### src/rtl/hyperbus_wb_bridge_if.sv
`default_nettype none
// ============================================================================
// Module   : hyperbus_wb_bridge_if
// Brief    : Wishbone slave bus plus HyperBus controller handshake bundle.
// Revision : 1.0 - initial release
// ============================================================================
interface hyperbus_wb_bridge_if #(
    parameter int ADDR_LENGTH = 32
);
    logic [31:0]            wb_adr_i;
    logic [31:0]            wb_dat_i;
    logic [3:0]             wb_sel_i;
    logic                   wb_we_i;
    logic                   wb_cyc_i;
    logic                   wb_stb_i;
    logic [31:0]            wb_dat_o;
    logic                   wb_ack_o;
    logic                   wb_err_o;
    logic [ADDR_LENGTH-1:0] hb_adr_o;
    logic [15:0]            hb_dat_o;
    logic [2:0]             hb_mask_o;
    logic [15:0]            hb_dat_i;
    logic                   hb_ready_i;
    logic                   hb_valid_i;
    logic                   hb_reg_space_o;
    logic                   hb_wrq_o;
    logic                   hb_rrq_o;

    modport slave (
        input  wb_adr_i, wb_dat_i, wb_sel_i, wb_we_i, wb_cyc_i, wb_stb_i,
               hb_dat_i, hb_ready_i, hb_valid_i,
        output wb_dat_o, wb_ack_o, wb_err_o, hb_adr_o, hb_dat_o, hb_mask_o,
               hb_reg_space_o, hb_wrq_o, hb_rrq_o
    );

    modport master (
        output wb_adr_i, wb_dat_i, wb_sel_i, wb_we_i, wb_cyc_i, wb_stb_i,
               hb_dat_i, hb_ready_i, hb_valid_i,
        input  wb_dat_o, wb_ack_o, wb_err_o, hb_adr_o, hb_dat_o, hb_mask_o,
               hb_reg_space_o, hb_wrq_o, hb_rrq_o
    );
endinterface
`default_nettype wire

### src/rtl/hyperbus_wb_bridge.sv
`default_nettype none
// ============================================================================
// Module   : hyperbus_wb_bridge
// Brief    : Wishbone B4 classic 32-bit slave turning each access into one
//            two-word HyperBus transaction. Optional macro HBUS_WB_TIMEOUT_EN
//            turns a read timeout into a wb_err_o pulse instead of an ack.
// Revision : 1.0 - initial release
// ============================================================================
module hyperbus_wb_bridge #(
    parameter int ADDR_LENGTH    = 32,
    parameter int REG_SPACE_BIT  = 31,
    parameter int TIMEOUT_CYCLES = 255
) (
    input  wire logic           clk,
    input  wire logic           rstn,
    hyperbus_wb_bridge_if.slave bus
);
    localparam int               c_TW      = $clog2(TIMEOUT_CYCLES + 1);
    localparam logic [c_TW-1:0]  c_TIMEOUT = c_TW'(TIMEOUT_CYCLES);

    typedef enum logic [2:0] {
        S_IDLE   = 3'd0,
        S_RD     = 3'd1,
        S_WR0    = 3'd2,
        S_WR1    = 3'd3,
        S_WR_END = 3'd4,
        S_ACK    = 3'd5,
        S_GAP    = 3'd6
    } state_t;

    state_t            r_state;
    logic [c_TW-1:0]   r_timer;
    logic              r_rd_half;
    logic [15:0]       r_rd_word0;
    logic [15:0]       r_wr_word1;
    logic [2:0]        r_mask1;
`ifdef HBUS_WB_TIMEOUT_EN
    logic              r_timed_out;
`endif

    logic [31:0] w_byte_adr;
    logic [31:0] w_word_adr;
    logic [15:0] w_wr_word0;
    logic [15:0] w_wr_word1;
    logic [2:0]  w_mask0;
    logic [2:0]  w_mask1;
    logic        w_req;

    always_comb begin
        w_byte_adr                = bus.wb_adr_i;
        w_byte_adr[REG_SPACE_BIT] = 1'b0;
        w_byte_adr[1:0]           = 2'b00;
    end

    assign w_word_adr = w_byte_adr >> 1;
    // HyperBus is big-endian within a word: lower WB byte goes out first.
    assign w_wr_word0 = {bus.wb_dat_i[7:0],   bus.wb_dat_i[15:8]};
    assign w_wr_word1 = {bus.wb_dat_i[23:16], bus.wb_dat_i[31:24]};
    assign w_mask0    = {1'b0, ~bus.wb_sel_i[0], ~bus.wb_sel_i[1]};
    assign w_mask1    = {1'b0, ~bus.wb_sel_i[2], ~bus.wb_sel_i[3]};
    assign w_req      = bus.wb_cyc_i & bus.wb_stb_i;

`ifndef HBUS_WB_TIMEOUT_EN
    assign bus.wb_err_o = 1'b0;
`endif

    always_ff @(posedge clk or negedge rstn) begin
        if (!rstn) begin
            r_state            <= S_IDLE;
            r_timer            <= '0;
            r_rd_half          <= 1'b0;
            r_rd_word0         <= '0;
            r_wr_word1         <= '0;
            r_mask1            <= '0;
            bus.wb_dat_o       <= '0;
            bus.wb_ack_o       <= 1'b0;
            bus.hb_adr_o       <= '0;
            bus.hb_dat_o       <= '0;
            bus.hb_mask_o      <= '0;
            bus.hb_reg_space_o <= 1'b0;
            bus.hb_wrq_o       <= 1'b0;
            bus.hb_rrq_o       <= 1'b0;
`ifdef HBUS_WB_TIMEOUT_EN
            r_timed_out        <= 1'b0;
            bus.wb_err_o       <= 1'b0;
`endif
        end else begin
            case (r_state)
                S_IDLE: begin
                    r_timer   <= '0;
                    r_rd_half <= 1'b0;
`ifdef HBUS_WB_TIMEOUT_EN
                    r_timed_out <= 1'b0;
`endif
                    if (w_req) begin
                        bus.hb_adr_o       <= ADDR_LENGTH'(w_word_adr);
                        bus.hb_reg_space_o <= bus.wb_adr_i[REG_SPACE_BIT];
                        if (bus.wb_we_i) begin
                            bus.hb_dat_o  <= w_wr_word0;
                            bus.hb_mask_o <= w_mask0;
                            r_wr_word1    <= w_wr_word1;
                            r_mask1       <= w_mask1;
                            bus.hb_wrq_o  <= 1'b1;
                            r_state       <= S_WR0;
                        end else begin
                            bus.hb_rrq_o  <= 1'b1;
                            r_state       <= S_RD;
                        end
                    end
                end
                S_RD: begin
                    // A valid always beats the timeout; the timer saturates so a
                    // late first word still leads to an abort on the next cycle.
                    if (bus.hb_valid_i && r_rd_half) begin
                        bus.wb_dat_o <= {bus.hb_dat_i[7:0], bus.hb_dat_i[15:8],
                                         r_rd_word0[7:0],   r_rd_word0[15:8]};
                        bus.hb_rrq_o <= 1'b0;
                        r_state      <= S_ACK;
                    end else if (bus.hb_valid_i) begin
                        r_rd_word0 <= bus.hb_dat_i;
                        r_rd_half  <= 1'b1;
                        r_timer    <= (r_timer == c_TIMEOUT) ? r_timer : r_timer + 1'b1;
                    end else if (r_timer == c_TIMEOUT) begin
                        bus.hb_rrq_o <= 1'b0;
                        bus.wb_dat_o <= '0;
`ifdef HBUS_WB_TIMEOUT_EN
                        r_timed_out  <= 1'b1;
`endif
                        r_state      <= S_ACK;
                    end else begin
                        r_timer <= r_timer + 1'b1;
                    end
                end
                S_WR0: begin
                    if (bus.hb_ready_i) begin
                        bus.hb_dat_o  <= r_wr_word1;
                        bus.hb_mask_o <= r_mask1;
                        r_state       <= S_WR1;
                    end
                end
                S_WR1: begin
                    bus.hb_wrq_o <= 1'b0;
                    r_state      <= S_WR_END;
                end
                S_WR_END: begin
                    r_state <= S_ACK;
                end
                S_ACK: begin
                    // Response lands in GAP, keeping it two cycles behind the last word.
`ifdef HBUS_WB_TIMEOUT_EN
                    if (r_timed_out) begin
                        bus.wb_err_o <= w_req;
                    end else begin
                        bus.wb_ack_o <= w_req;
                    end
`else
                    bus.wb_ack_o <= w_req;
`endif
                    r_state <= S_GAP;
                end
                S_GAP: begin
                    bus.wb_ack_o <= 1'b0;
`ifdef HBUS_WB_TIMEOUT_EN
                    bus.wb_err_o <= 1'b0;
`endif
                    r_state <= S_IDLE;
                end
                default: begin
                    r_state <= S_IDLE;
                end
            endcase
        end
    end
endmodule
`default_nettype wire

### src/flat_wrapper.sv
// flat-port wrapper written by rule: the top's interface ports become plain ports
module hyperbus_wb_bridge_flat 
#(
    parameter int ADDR_LENGTH    = 32,
    parameter int REG_SPACE_BIT  = 31,
    parameter int TIMEOUT_CYCLES = 255
)
  (clk, rstn, bus_wb_adr_i, bus_wb_dat_i, bus_wb_sel_i, bus_wb_we_i, bus_wb_cyc_i, bus_wb_stb_i, bus_hb_dat_i, bus_hb_ready_i, bus_hb_valid_i, bus_wb_dat_o, bus_wb_ack_o, bus_wb_err_o, bus_hb_adr_o, bus_hb_dat_o, bus_hb_mask_o, bus_hb_reg_space_o, bus_hb_wrq_o, bus_hb_rrq_o);
  hyperbus_wb_bridge_if #(.ADDR_LENGTH(ADDR_LENGTH)) bus_i ();
  input  wire logic clk;
  input  wire logic rstn;
  input wire logic [$bits(bus_i.wb_adr_i)-1:0] bus_wb_adr_i;
  input wire logic [$bits(bus_i.wb_dat_i)-1:0] bus_wb_dat_i;
  input wire logic [$bits(bus_i.wb_sel_i)-1:0] bus_wb_sel_i;
  input wire logic [$bits(bus_i.wb_we_i)-1:0] bus_wb_we_i;
  input wire logic [$bits(bus_i.wb_cyc_i)-1:0] bus_wb_cyc_i;
  input wire logic [$bits(bus_i.wb_stb_i)-1:0] bus_wb_stb_i;
  input wire logic [$bits(bus_i.hb_dat_i)-1:0] bus_hb_dat_i;
  input wire logic [$bits(bus_i.hb_ready_i)-1:0] bus_hb_ready_i;
  input wire logic [$bits(bus_i.hb_valid_i)-1:0] bus_hb_valid_i;
  output wire logic [$bits(bus_i.wb_dat_o)-1:0] bus_wb_dat_o;
  output wire logic [$bits(bus_i.wb_ack_o)-1:0] bus_wb_ack_o;
  output wire logic [$bits(bus_i.wb_err_o)-1:0] bus_wb_err_o;
  output wire logic [$bits(bus_i.hb_adr_o)-1:0] bus_hb_adr_o;
  output wire logic [$bits(bus_i.hb_dat_o)-1:0] bus_hb_dat_o;
  output wire logic [$bits(bus_i.hb_mask_o)-1:0] bus_hb_mask_o;
  output wire logic [$bits(bus_i.hb_reg_space_o)-1:0] bus_hb_reg_space_o;
  output wire logic [$bits(bus_i.hb_wrq_o)-1:0] bus_hb_wrq_o;
  output wire logic [$bits(bus_i.hb_rrq_o)-1:0] bus_hb_rrq_o;
  assign bus_i.wb_adr_i = bus_wb_adr_i;
  assign bus_i.wb_dat_i = bus_wb_dat_i;
  assign bus_i.wb_sel_i = bus_wb_sel_i;
  assign bus_i.wb_we_i = bus_wb_we_i;
  assign bus_i.wb_cyc_i = bus_wb_cyc_i;
  assign bus_i.wb_stb_i = bus_wb_stb_i;
  assign bus_i.hb_dat_i = bus_hb_dat_i;
  assign bus_i.hb_ready_i = bus_hb_ready_i;
  assign bus_i.hb_valid_i = bus_hb_valid_i;
  assign bus_wb_dat_o = bus_i.wb_dat_o;
  assign bus_wb_ack_o = bus_i.wb_ack_o;
  assign bus_wb_err_o = bus_i.wb_err_o;
  assign bus_hb_adr_o = bus_i.hb_adr_o;
  assign bus_hb_dat_o = bus_i.hb_dat_o;
  assign bus_hb_mask_o = bus_i.hb_mask_o;
  assign bus_hb_reg_space_o = bus_i.hb_reg_space_o;
  assign bus_hb_wrq_o = bus_i.hb_wrq_o;
  assign bus_hb_rrq_o = bus_i.hb_rrq_o;
  hyperbus_wb_bridge #(.ADDR_LENGTH(ADDR_LENGTH), .REG_SPACE_BIT(REG_SPACE_BIT), .TIMEOUT_CYCLES(TIMEOUT_CYCLES)) u_core (.clk(clk), .rstn(rstn), .bus(bus_i));
endmodule
### config.mk
export PLATFORM = sky130hd
export DESIGN_NAME = hyperbus_wb_bridge_flat
export DESIGN_NICKNAME = d
export VERILOG_FILES = /design/src/rtl/hyperbus_wb_bridge_if.sv /design/src/rtl/hyperbus_wb_bridge.sv /design/src/flat_wrapper.sv
export SDC_FILE = /design/constraint.sdc
export NUM_CORES = 1
export LEC_CHECK = 0
export BUFFER_PORTS_ARGS = -buffer_cell sky130_fd_sc_hd__buf_2
export CORE_UTILIZATION = 40
export CTS_CLUSTER_DIAMETER = 30
export DETAILED_ROUTE_END_ITERATION = 7
export PLACE_DENSITY = 0.71
export REMOVE_ABC_BUFFERS = 1
export SETUP_SLACK_MARGIN = 0.4
export SLEW_MARGIN = 20
export SYNTH_ARGS = -nofsm -noshare
export SYNTH_HDL_FRONTEND = slang
export SYNTH_SLANG_ARGS = --single-unit
### constraint.sdc
create_clock -name clk -period 2.35 [get_ports clk]
set_input_delay 0.5875 -clock clk [delete_from_list [all_inputs] [get_ports clk]]
set_output_delay 0.5875 -clock clk [all_outputs]
set_load 0.05 [all_outputs]
Yosys cells after proc, flatten, opt, wreduce, memory -nomap -nowiden:

Index checks and enable logic that the tools add are counted.

* input bits: 91
* memories: 0
* bits in registers: 130
* logic and storage cells: 89
* bits in latches: 0
* output and inout bits: 88
* bits in writable memories: 0
* ROM bits: 0

* shift operators: 0
* reduce and logical (&&, ||, !) cells: 17
* multiply operators: 0
* div/mod/pow operators: 0
* add/subtract/negate cells: 1
* muxes and demuxes: 34
* eq/ne operators: 17
* magnitude comparators: 0
* bitwise logic cells: 6

Operators with widths (number)
* 32-bit 2-to-1 mux: 3
* 16-bit 2-to-1 mux: 3
* 16-bit one-hot mux with 2 select lines: 1
* 3-bit 2-to-1 mux: 8
* 3-bit one-hot mux with 6 select lines: 1
* 3-bit AND reduction: 6
* 8-bit 2-to-1 mux: 2
* 8-bit one-hot mux with 2 select lines: 1
* 2-bit != test, second input constant: 6
* 2-bit nonzero test: 5
* 3-bit == test, second input constant: 3
* 1-bit 2-to-1 mux: 9
* 8-bit by 1-bit adder with 8-bit output, second input constant: 1
* 8-bit == test, second input constant: 1
* 1-bit one-hot mux with 2 select lines: 4
* 4-bit AND reduction: 2
* 3-bit by 2-bit == test with 1-bit output, second input constant: 2
* 3-bit one-hot mux with 2 select lines: 1
* 1-bit inverter: 5
* 5-bit AND reduction: 1
* 2-bit by 1-bit != test with 1-bit output, second input constant: 2
* 3-bit by 1-bit == test with 1-bit output, second input constant: 1
* 3-bit logical NOT: 1
* 3-bit by 1-bit != test with 1-bit output, second input constant: 1
* 5 further kinds: 5

Longest topological paths before layout:

Gate-level depths: netlist of the first run.

* depth in word-level cells: 5
* gate-level depth with buffers: 6
* mapped depth without buffers: 5

Least setup slack after synthesis of the first run:

Ideal clock, no wire load.

* kind: reg2reg
* start: register u_core.r_state[0]
* end: register u_core.bus.hb_adr_o[29]
* data arrival time: 1.595 ns
* required time: 2.225 ns
* library setup time: 0.125 ns
* clock period less this slack: 1.719 ns
* setup slack: 0.631 ns
* stages on the path, launching flop included: 7
* path buffers: 3
* cells stage by stage: dfrtp_1 -> buf_6 -> or3_1 -> buf_2 -> nor2_4 -> buf_6 -> mux2_2

* longest elaborated chain between the ends: 2

Ends and longest elaborated chain
* start: declaration: RTL line hyperbus_wb_bridge.sv:31 `state_t r_state;`
* start signal: assignment: RTL line hyperbus_wb_bridge.sv:69 `r_state <= S_IDLE;`
* start signal: assignment: RTL line hyperbus_wb_bridge.sv:104 `r_state <= S_WR0;`
* start signal: assignment: RTL line hyperbus_wb_bridge.sv:107 `r_state <= S_RD;`
* 3-bit logical NOT: RTL line hyperbus_wb_bridge.sv:88 `case (r_state)`
* 2-bit AND reduction (no source line)
* end signal: assignment: RTL line hyperbus_wb_bridge.sv:96 `bus.hb_adr_o <= ADDR_LENGTH'(w_word_adr);`
* end: declaration: RTL line hyperbus_wb_bridge_if.sv:32 `output wb_dat_o, wb_ack_o, wb_err_o, hb_adr_o, hb_dat_o, hb_mask_o,`

Every way passes these cells.
A chain may end at the register's enable or synchronous reset.

Worst setup path in the final report of the first run:

* start: register u_core.r_state[1]
* end: register u_core.bus.hb_adr_o[16]

Same word-level chain as after synthesis.

==> impl_results.md, run 1 <==
- Syn Area/Cell: 11.9 µm²
- Initial antenna violation count: 0
- Final Cycle Share: 80.1%
- Diode count: 0
- Share of cells above drive strength 1: between 40 and 50%
- Core box area: between 10000 and 15000 µm²
- Final nets: 726
- Hpwl dp: 8.29 mm
- Worst setup EP type: flop
- Final setup viols: 0
- Post-CTS Hold Buffers: 0
- Clk sinks: approximately 130
- Synth warnings: 0
- Vias in the first global route: 4093
- Reg clk slew, reported paths: 0.06 ns
- Worst-Skew Late Latency: 0.42 ns
- Max Clock Skew: 0.00777 ns
- Synth area leaders: dfrtp_1, mux2_2, nand3_1, mux2i_1, o21ai_0
- I/O Buffers: 171
- Seq/Total Area, Yosys: 59.1%
- Initial Util: 41.1%
- Placed Area: 6480 µm²
- Synthesized area: 5460 µm²
- RSZ-0062 raised after global routing: false
- Cell area after layout: 7120 µm²
- Pre-CTS WS: approximately 0.35 ns
- I/O pin cnt: 179
- Status: complete, no violations
- Comb power frac: 44.4%
- Setup CP Type: reg2reg
- Global-route wire length before repair: 19.8 mm
- Synth area leader: dfrtp_1
- Power per cell area: between 1500 and 2000 nW/µm²
- Total CTS buffers: 17
- Clock network power share: a little under a quarter
- CTS tree: done
- Vias per inst: approximately 4.9
- Die area: 14100 µm²
- Chip height: 119 µm
- Arrival time at the worst endpoint: 2.18 ns
- Leak pwr: roughly 0.0034 µW
- Vias: 4040
- Design internal power: 6580 µW
- Sequential Power Share: 32.4%
- Initial DRC Count: roughly 260
- Max VDD drop: a little over 0.7 mV
- CP max FO: 30
- Largest net degree at the start of global routing: 76
- Distinct cell type count after synthesis: 38
- Post-route antenna net violation count: 0
- Commonest non-fill, non-tap cell in the layout: buf_2
- CP startpoint kind: flop
- Pre-antenna DRT Iters: 4
- Synthesized instance count: around 460
- Drt wl/cell: ~15 µm
- Sw Share: between 40% and 50%
- Clock Path Buffers: 2
- Setup WS post-layout: around 0.47 ns
- Final min period: ~1.9 ns
- Tot GR Track Use: 18.0%
- Synthesized flop and latch total: 129
- Htree depth: 4
- Post-route DRC: 0
- Post-synth top area share: about three fifths
- DRT Wirelength: 12.0 mm
- DIE WIDTH: 119 µm
- Commonest cells after routing, fill and taps aside: buf_2, dfrtp_1, mux2_2, nand3_1, inv_1
- Routability cong.: about 0.73
- NetSw: 5400 µW
- Maximum capacitance violations: 0
- Required @ worst endpoint: around 2.7 ns
- Row Count: 42
- Hold crit path type: in2async
- Area overhead of the layout relative to synthesis: 30.5%
- CTS root buf: clkbuf_16
- Pins over their slew limit: 0
- GRT overflow: 0
- Final hold violation count: 0
- Peak Freq: 0.531 GHz
==> state kept, by name (all words and copies together), names as in the netlist <==
name,count
u_core.r_timer,8
u_core.r_wr_word1,16
u_core.bus.hb_wrq_o,1
u_core.bus.wb_dat_o,32
u_core.bus.hb_reg_space_o,1
u_core.r_mask1,2
u_core.r_state,3
u_core.bus.hb_mask_o,2
u_core.bus.wb_ack_o,1
u_core.bus.hb_rrq_o,1
u_core.r_rd_word0,16
u_core.bus.hb_dat_o,16
u_core.r_rd_half,1
u_core.bus.hb_adr_o,29
==> path summary, 6_finish.rpt <==
kind | start | to | slack (ns) | cells after the start
max in group asynchronous | rstn | u_core.bus.wb_dat_o[6] | 1.56 | 2
setup reg to reg | u_core.r_state[1] | u_core.bus.hb_adr_o[16] | 0.47 | 4
hold / removal | rstn | u_core.bus.hb_dat_o[2] | 0.05 | 1
hold reg to reg | u_core.bus.hb_adr_o[6] | u_core.bus.hb_adr_o[6] | 0.48 | 1
min in group clk | bus_wb_sel_i[3] | u_core.r_mask1[0] | 0.36 | 2
setup / recovery | u_core.r_state[1] | u_core.bus.hb_adr_o[16] | 0.47 | 4
==> Yosys cell counts (all sizes together) <==
| cell | instances |
|---|---|
| or4 | 3 |
| o32ai | 1 |
| a31oi | 1 |
| a21boi | 1 |
| nor3b | 2 |
| inv | 37 |
| a21oi | 27 |
| nand3 | 41 |
| o311ai | 1 |
| o211ai | 2 |
| buf | 24 |
| nor2 | 29 |
| clkbuf | 8 |
| mux2 | 62 |
| o21ai | 39 |
| nor2b | 1 |
| dfrtp | 129 |
| nor3 | 2 |
| nand3b | 1 |
| nand2 | 14 |
| and2 | 3 |
| ha | 1 |
| nand4b | 1 |
| mux2i | 18 |
| conb | 1 |
| or3 | 3 |
| nand4 | 2 |
| nor4 | 1 |
| o31ai | 3 |
==> stage by stage <==
stage / utilization (%) / power (µW) / setup TNS [ns] / hold WS [ns] / cells
final: 53.6 / 12000 / 0 / 0.0458 / 823
after global routing: 53.6 / 12600 / 0 / 0.0507 / 823
after CTS: 53.5 / 12100 / 0 / 0.0418 / 823
after detailed placement: 48.7 / 9250 / 0 / 0.473 / 790
after global placement: 48.7 / 9070 / 0 / 0.467 / 790
after floorplan: - / 7820 / -26.05 / 0.292 / 430
==> power groups by stage <==
stage                     registers, µW  logic, µW  clock network (µW)
after global placement             3830       5240                   0
after floorplan                    6370       1450                   0
after CTS                          3890       5370                2840
final                              3880       5320                2780
after detailed placement           3910       5340                   0
after global routing               4020       5630                2940
==> cell type report <==
cell class / count / area, µm²
fill: 1196 / 6170
sequential: 129 / 3230
multi-input combinational: 264 / 1920
timing repair buffer: 185 / 988
clock buffer: 19 / 443
tap: 176 / 220
clock inverter: 13 / 185
inverter: 37 / 139
==> logic make-up (layout without fill, tap and decap cells) <==
kind of cell / after synthesis / count (layout) / share of synthesized area [%]
simple gates: 103 / 103 / 9.62
other cells: 1 / 5 / 0.0687
fa+ha+maj: 1 / 1 / 0.229
mux: 80 / 80 / 16.1
flops: 129 / 129 / 59.1
buf+inv: 69 / 254 / 6.42
compound gates: 75 / 75 / 8.46
==> worst max-delay path, stage by stage (launching register included) <==
cell and delay, ns:
dfrtp_1 0.54, or3_4 0.52, nor2_4 0.14, buf_12 0.20
mux2_2 0.36
==> timing repair <==
item,CTS,global route
pin swaps,0,0
gates resized for setup,1,2
setup buffers,1,0
endpoints found under the setup margin,31,44
==> metal layers <==
| metal | global-route usage [%] | vias up | share of wire [%] |
|---|---|---|---|
| met5 | 0 | - | 0 |
| met3 | 5.51 | 28 | 5.2 |
| met1 | 21.6 | 1978 | 41 |
| met4 | 9.57 | 0 | 2.7 |
| li1 | - | 1910 | - |
| met2 | 29.1 | 124 | 51 |
Note: power is estimated with default switching activity, not from simulation.
==> run 2, diff against run 1 <==
--- a/config.mk
+++ b/config.mk
@@ -9,7 +9,7 @@
 export CORE_UTILIZATION = 40
 export CTS_CLUSTER_DIAMETER = 30
 export DETAILED_ROUTE_END_ITERATION = 7
-export PLACE_DENSITY = 0.71
+export PLACE_DENSITY = 0.73
 export REMOVE_ABC_BUFFERS = 1
 export SETUP_SLACK_MARGIN = 0.4
 export SLEW_MARGIN = 20
==> constraint.sdc (replaced) <==
create_clock -name clk -period 1.7 [get_ports clk]
set_input_delay 0.425 -clock clk [delete_from_list [all_inputs] [get_ports clk]]
set_output_delay 0.425 -clock clk [all_outputs]
set_load 0.05 [all_outputs]
==> run 2 against run 1 <==
Critical path depth rose by 2. Die area did not move. The run now ends with negative setup slack left. Clock power rose by 33%. Fmax rose by 7.6%. Worst hold slack improved by 0.16 ns. Register-to-register slack got worse by 0.52 ns. Cell area rose by 32%.
==> impl_results.md, run 2 (same netlist as run 1, synthesis figures left out) <==
- Row Count: 42
- Initial antenna violation count: 0
- Met1 Use GR: 24.9%
- Cell breakdown of the critical path: or3_4 -> nor2_4 -> buf_6 -> buf_6 -> buf_16 -> mux2_4
- Peak Freq: between 0.5 and 0.6 GHz
- Worst Setup SP: u_core.r_state[0]
- Arrival time at the worst endpoint: 2.04 ns
- Regs by FF count: u_core.bus.wb_dat_o x32, u_core.bus.hb_adr_o x29
- Largest Register: u_core.bus.wb_dat_o
- Core Util, Final: between 70% and 80%
- Max VDD drop: 1.24 mV
- Required @ worst endpoint: 1.99 ns
- Initial DRC Count: 266
- I/O pin cnt: 179
- Power per cell area: 2260 nW/µm²
- CP startpoint kind: flop
- Vias in the first global route: 4877
- Fillers: 843
- Post-route DRC: 0
- HP Start: bus_wb_sel_i[2]
- CP max stage cell: or3_4
- Comb power frac: around 56%
- Leak pwr: ~0.0045 µW
- Power Total: 21300 µW
- NetSw: 8990 µW
- Max reg flops: 32
- CP bufs+invs: 3
- Sequential Power Share: 26.7%
- Crit-path most repeated cell: buf_6
- I/O Buffers: around 170
- Pins over their slew limit: 0
- Diode count: 0
- Setup WS post-layout: -0.0497 ns
- Setup CP Type: reg2reg
- Largest net degree at the start of global routing: 71
- Grt peak-use layer: met2
- Hold crit path type: in2reg
- Routability cong.: 0.804
- Initial Util: 41.1%
- Final hold violation count: 0
- GR Util met3: 5.65%
- Total CTS buffers: 17
- Share of cells above drive strength 1: around two thirds
- Htree depth: 4
- DRT Wirelength: 17.9 mm
- Vias: between 4000 and 5000
- Max Clock Skew: 0.00946 ns
- CTS root buf: clkbuf_16
- GR Util met2: 39.4%
- Sw Share: 42.1%
- Area overhead of the layout relative to synthesis: 72.8%
- Final min period: between 1.5 and 2 ns
- Worst reg2reg startpoint: u_core.r_state[0]
- Design internal power: 12300 µW
- Reg clk slew, reported paths: 0.06 ns
- Clk sinks: 129
- Post-route antenna net violation count: 0
- Commonest cells after routing, fill and taps aside: dfrtp_1, buf_6, buf_2, buf_4, mux2_4
- Chip height: about 120 µm
- Register Area: 3230 µm²
- Max incr delay on CP: 0.42 ns
- Failing checks: negative setup slack
- RSZ-0062 raised after global routing: true
- Post-route setup TNS: -0.362 ns
- DIE WIDTH: approximately 120 µm
- Status: complete, but fails checks
- Clock Path Buffers: 2
- GRT overflow: 0
- Clock network power share: 17.3%
- Drt wl/cell: 19.1 µm
- Die area: 14100 µm²
- Commonest non-fill, non-tap cell in the layout: dfrtp_1
- Maximum capacitance violations: 0
- Multi-input logic area: 2480 µm²
- Pre-CTS WS: -0.0313 ns
- Final setup viols: 16
- CP max FO: 7
- Final nets: 840
- Hpwl dp: 8.32 mm
- WHS: a little over 0.2 ns
- Core box area: about 13000 µm²
- Worst setup EP type: flop
- Vias per inst: around 5
- Worst-Skew Late Latency: 0.41 ns
- Pre-antenna DRT Iters: 4
- Cell family with most CP delay: simple AND/OR/NAND/NOR gates
- Tot GR Track Use: 22.2%
- Global-route wire length before repair: 24.1 mm
- Final Cycle Share: 103%
- CTS tree: done
==> run 2: changes by cell type in the layout (fill, tap and decap cells not counted), moves of 10 or more <==
cell / previous run / this run
nor2_1: 28 / 9
o21ai_0: 30 / 4
buf_2: 170 / 87
buf_6: 0 / 106
mux2_2: 52 / 21
a21oi_1: 26 / 9
nor2_2: 0 / 11
a21oi_2: 0 / 17
buf_4: 13 / 82
mux2_4: 0 / 41
mux2_1: 10 / 0
o21ai_2: 9 / 29
==> run 2: worst paths after layout <==
| check | to | slack, ns | depth (start not counted) |
|---|---|---|---|
| worst max-delay path | u_core.bus.hb_adr_o[14] | -0.05 | 6 |
| worst max register to register | u_core.bus.hb_adr_o[14] | -0.05 | 6 |
| worst min-delay path | u_core.r_mask1[1] | 0.20 | 2 |
| max in group asynchronous | u_core.bus.wb_dat_o[16] | 0.79 | 3 |
| min in group asynchronous | u_core.bus.hb_adr_o[1] | 0.35 | 2 |
| worst min register to register | u_core.bus.wb_dat_o[5] | 0.50 | 2 |
==> run 2: what timing repair did <==
item / CTS / global route
buffers inserted: 33 / 53
hold buffers: 1 / 0
endpoints found under the setup margin: 208 / 210
hold endpoints to repair: 1 / 0
gates cloned: 6 / 8
resized for setup: 248 / 121
pin swaps: 12 / 12
==> run 2: power groups by stage <==
stage               Clock (µW)  Sequential (µW)  Combinational [µW]
floorplan                    0             8800                2010
global placement             0             5240                7490
detailed placement           0             5340                7660
CTS                       3690             5550                9970
global route              3860             5820               12400
finish                    3690             5690               12000
==> run 2: layout make-up <==
cell class	instances	share of cell area, %
clock buffers	22	5.24
clock inverters	10	1.13
inverters	37	1.50
multi-input cells	264	26.3
flip-flops and latches	129	34.2
well taps	176	2.33
repair buffers	299	29.3
==> run 2: routing by layer <==
layer / share of wire [%] / vias to the layer above
met5: 0 / -
met4: 3.5 / 0
met3: 4.4 / 47
met2: 55 / 190
met1: 37 / 2407
li1: - / 2149
==> run 2: through the flow <==
step | std cells | cell area, µm²
CTS | 876 | 8440
detailed placement | 804 | 6650
floorplan | 430 | 5260
global route | 937 | 9430
global placement | 804 | 6650
finish | 937 | 9430
==> run 3, diff against run 2 <==
--- a/config.mk
+++ b/config.mk
@@ -5,11 +5,12 @@
 export SDC_FILE = /design/constraint.sdc
 export NUM_CORES = 1
 export LEC_CHECK = 0
+export ABC_AREA = 1
 export BUFFER_PORTS_ARGS = -buffer_cell sky130_fd_sc_hd__buf_2
 export CORE_UTILIZATION = 40
 export CTS_CLUSTER_DIAMETER = 30
 export DETAILED_ROUTE_END_ITERATION = 7
-export PLACE_DENSITY = 0.73
+export PLACE_DENSITY = 0.72
 export REMOVE_ABC_BUFFERS = 1
 export SETUP_SLACK_MARGIN = 0.4
 export SLEW_MARGIN = 20
==> run 3 against run 2 <==
Combinational power down 3%. Cell area up 3.1%. First-iteration DRC count up 32%. Fmax up 11%. The flow now finishes without violations. Total power down 0.90%. Clock skew up 0.0033 ns. Area after synthesis up 5.0%. Worst hold slack worse by 0.022 ns. Highest routed layer unchanged. Sequential cell count unchanged. Final cell count up 21%.
==> impl_results.md, run 3 <==
- Status: complete, no violations
- Vias in the first global route: between 5000 and 6000
- RSZ-0062 raised after global routing: true
- Post-synth top area share: 56.3%
- Total CTS buffers: 17
- Sw Share: 44.1%
- Maximum capacitance violations: 0
- Die area: 14800 µm²
- Drt wl/cell: around 17 µm
- Worst setup EP type: flop
- Peak Freq: 0.633 GHz
- Clock Path Buffers: 2
- Final Cycle Share: 92.9%
- Final hold violation count: 0
- CTS root buf: clkbuf_16
- Placed Area: between 6000 and 7000 µm²
- Commonest non-fill, non-tap cell in the layout: nand2_1
- Crit-path most repeated cell: nand2_4
- Syn Area/Cell: 8.64 µm²
- Diode count: 0
- Ys async rst share: 100%
- Post-route antenna net violation count: 0
- Row Count: 43
- CP bufs+invs: 1
- Comb power frac: about 55%
- CTS tree: done
- Leak pwr: 0.00492 µW
- Hpwl dp: 8.78 mm
- Final nets: 1032
- Max reg flops: 32
- Seq/Total Area, Yosys: 56.3%
- Regs by FF count: u_core.bus.wb_dat_o x32, u_core.bus.hb_adr_o x29
- Global-route wire length before repair: 27.7 mm
- Synthesized area: 5740 µm²
- Area overhead of the layout relative to synthesis: 69.5%
- Reg clk slew, reported paths: 0.06 ns
- Worst-Skew Late Latency: approximately 0.41 ns
- Synth warnings: 0
- Post-route DRC: 0
- DIE WIDTH: 122 µm
- Cell area after layout: 9720 µm²
- Post-synth top flop: dfrtp_1
- Distinct cell type count after synthesis: 31
- Max incr delay on CP: 0.41 ns
- Sequential Power Share: about a quarter
- Synth area leaders: dfrtp_1, nand2_1, o21ai_0, o21ai_1, nand3_1
- Register Area: 3230 µm²
- Power per cell area: 2170 nW/µm²
- Vias per inst: about 5.1
- Synth area leader: dfrtp_1
- Tot GR Track Use: roughly 24%
- Post-synth top cells: nand2_1, dfrtp_1, o21ai_0
- WHS: 0.180 ns
- Cell breakdown of the critical path: ha_4 -> nand2_4 -> nor2_4 -> nand2_4 -> nand2_4 -> nand2_4 -> clkbuf_16 -> o21ai_1
- Commonest cells after routing, fill and taps aside: nand2_1, dfrtp_1, buf_6, buf_2, buf_4
- CP startpoint kind: flop
- Final min period: 1.58 ns
- Htree depth: 4
- GRT overflow: 0
- Arrival time at the worst endpoint: 1.90 ns
- Initial antenna violation count: 0
- Pins over their slew limit: 0
- Clk sinks: approximately 130
- I/O Buffers: 171
- Hold crit path type: in2reg
- Chip height: ~120 µm
- Synthesized flop and latch total: 129
- NetSw: 9310 µW
- Post-synth EDFFs: 0
- Most frequent cell after synthesis: nand2_1
- Design internal power: ~12000 µW
- Setup WS post-layout: about 0.12 ns
- Synthesized instance count: 664
- Required @ worst endpoint: 2.02 ns
- Worst-Margin Slew: 0.585 ns
- Largest net degree at the start of global routing: 40
- Setup CP Type: reg2reg
- Pre-CTS WS: 0.104 ns
- Cell family with most CP delay: simple AND/OR/NAND/NOR gates
- CP max stage cell: dfrtp_1
- Max Clock Skew: 0.0127 ns
- Final setup viols: 0
- Slew margin rel.: 61.0%
- Largest Register: u_core.bus.wb_dat_o
- DRT Wirelength: around 19 mm
- Fillers: 935
- Multi-input logic area: ~2900 µm²
- I/O pin cnt: between 150 and 200
- CP max FO: 9
- Initial DRC Count: between 300 and 400
- Core box area: 13900 µm²
- Share of cells above drive strength 1: 47.6%
- Routability cong.: 0.762
- Max VDD drop: 1.24 mV
- Pre-antenna DRT Iters: 5
- Clock network power share: 19.1%
- Vias: 5732
- Core Util, Final: 69.8%
- Initial Util: 41.2%
-- run 3: cell types whose count changed in the layout (fill, tap and decap cells not counted), sizes merged, moves of 4 or more --
cell	delta
clkinv	-4
nand3	-7
o21ai	+32
a21oi	-5
mux2	-62
mux2i	-18
inv	-7
buf	-18
nor2	+13
nand2	+283
-- run 3: final cells by class --
cell class / count / area share, %
Timing Repair Buffer: 280 / 26.9
Clock buffer: 22 / 4.88
Sequential cell: 129 / 33.2
Multi-Input combinational cell: 482 / 29.4
Tap cell: 180 / 2.32
Inverter: 30 / 1.36
Clock inverter: 10 / 1.85
-- run 3: worst paths after layout --
kind,slack [ns],depth (start not counted),start,endpoint
min,0.18,2,bus_wb_sel_i[2],u_core.r_mask1[1]
min in group asynchronous,0.49,2,rstn,u_core.bus.wb_dat_o[21]
max in group asynchronous,0.65,3,rstn,u_core.r_state[2]
max,0.12,8,u_core.r_timer[1],u_core.bus.wb_dat_o[23]
max reg2reg,0.12,8,u_core.r_timer[1],u_core.bus.wb_dat_o[23]
min reg2reg,0.48,2,u_core.r_rd_word0[0],u_core.r_rd_word0[0]
-- run 3: routing by layer --
| layer | vias to the layer above | track usage [%] | routed length [µm] |
|---|---|---|---|
| li1 | 2663 | - | - |
| met1 | 2799 | 27.1 | 7330 |
| met2 | 212 | 44.1 | 10300 |
| met3 | 58 | 6.46 | 1080 |
| met4 | 0 | 10.0 | 671 |
| met5 | - | 0 | 0 |
-- run 3: power groups by stage --
| stage | clock network (µW) | logic [µW] | registers (µW) |
|---|---|---|---|
| after detailed placement | 0 | 7480 | 5160 |
| after CTS | 4090 | 10200 | 5340 |
| after global routing | 4250 | 12200 | 5630 |
| final | 4040 | 11600 | 5510 |
| after global placement | 0 | 7370 | 5120 |
| after floorplan | 0 | 2240 | 8270 |
-- run 3: what timing repair did --
action                                  in CTS  in global routing
hold buffers                                 1                  0
buffers inserted                            53                 24
endpoints found under the setup margin     210                211
cloned                                      16                  7
pin swaps                                   32                 21
gates resized for setup                    278                 92
endpoints found under the hold margin       18                  0
-- run 3: cell families (layout without fill, tap and decap cells) --
family	Yosys count	after routing	synth area share, %
DFF	129	129	56.3
other	1	5	0.0654
AOI/OAI and AO/OA	97	97	9.27
adders and majority gates	1	1	0.218
buffers and inverters	68	342	6.78
xor gates and xnor gates	2	2	0.305
and+or+nand+nor	366	377	27.1
-- run 3: metrics by stage --
| stage | power [µW] | TNS, ns | std cells |
|---|---|---|---|
| after floorplan | 10500 | -0.0210 | 630 |
| after global placement | 12500 | 0 | 1000 |
| after detailed placement | 12600 | 0 | 1000 |
| after CTS | 19600 | 0 | 1102 |
| after global routing | 22100 | 0 | 1133 |
| final | 21100 | 0 | 1133 |
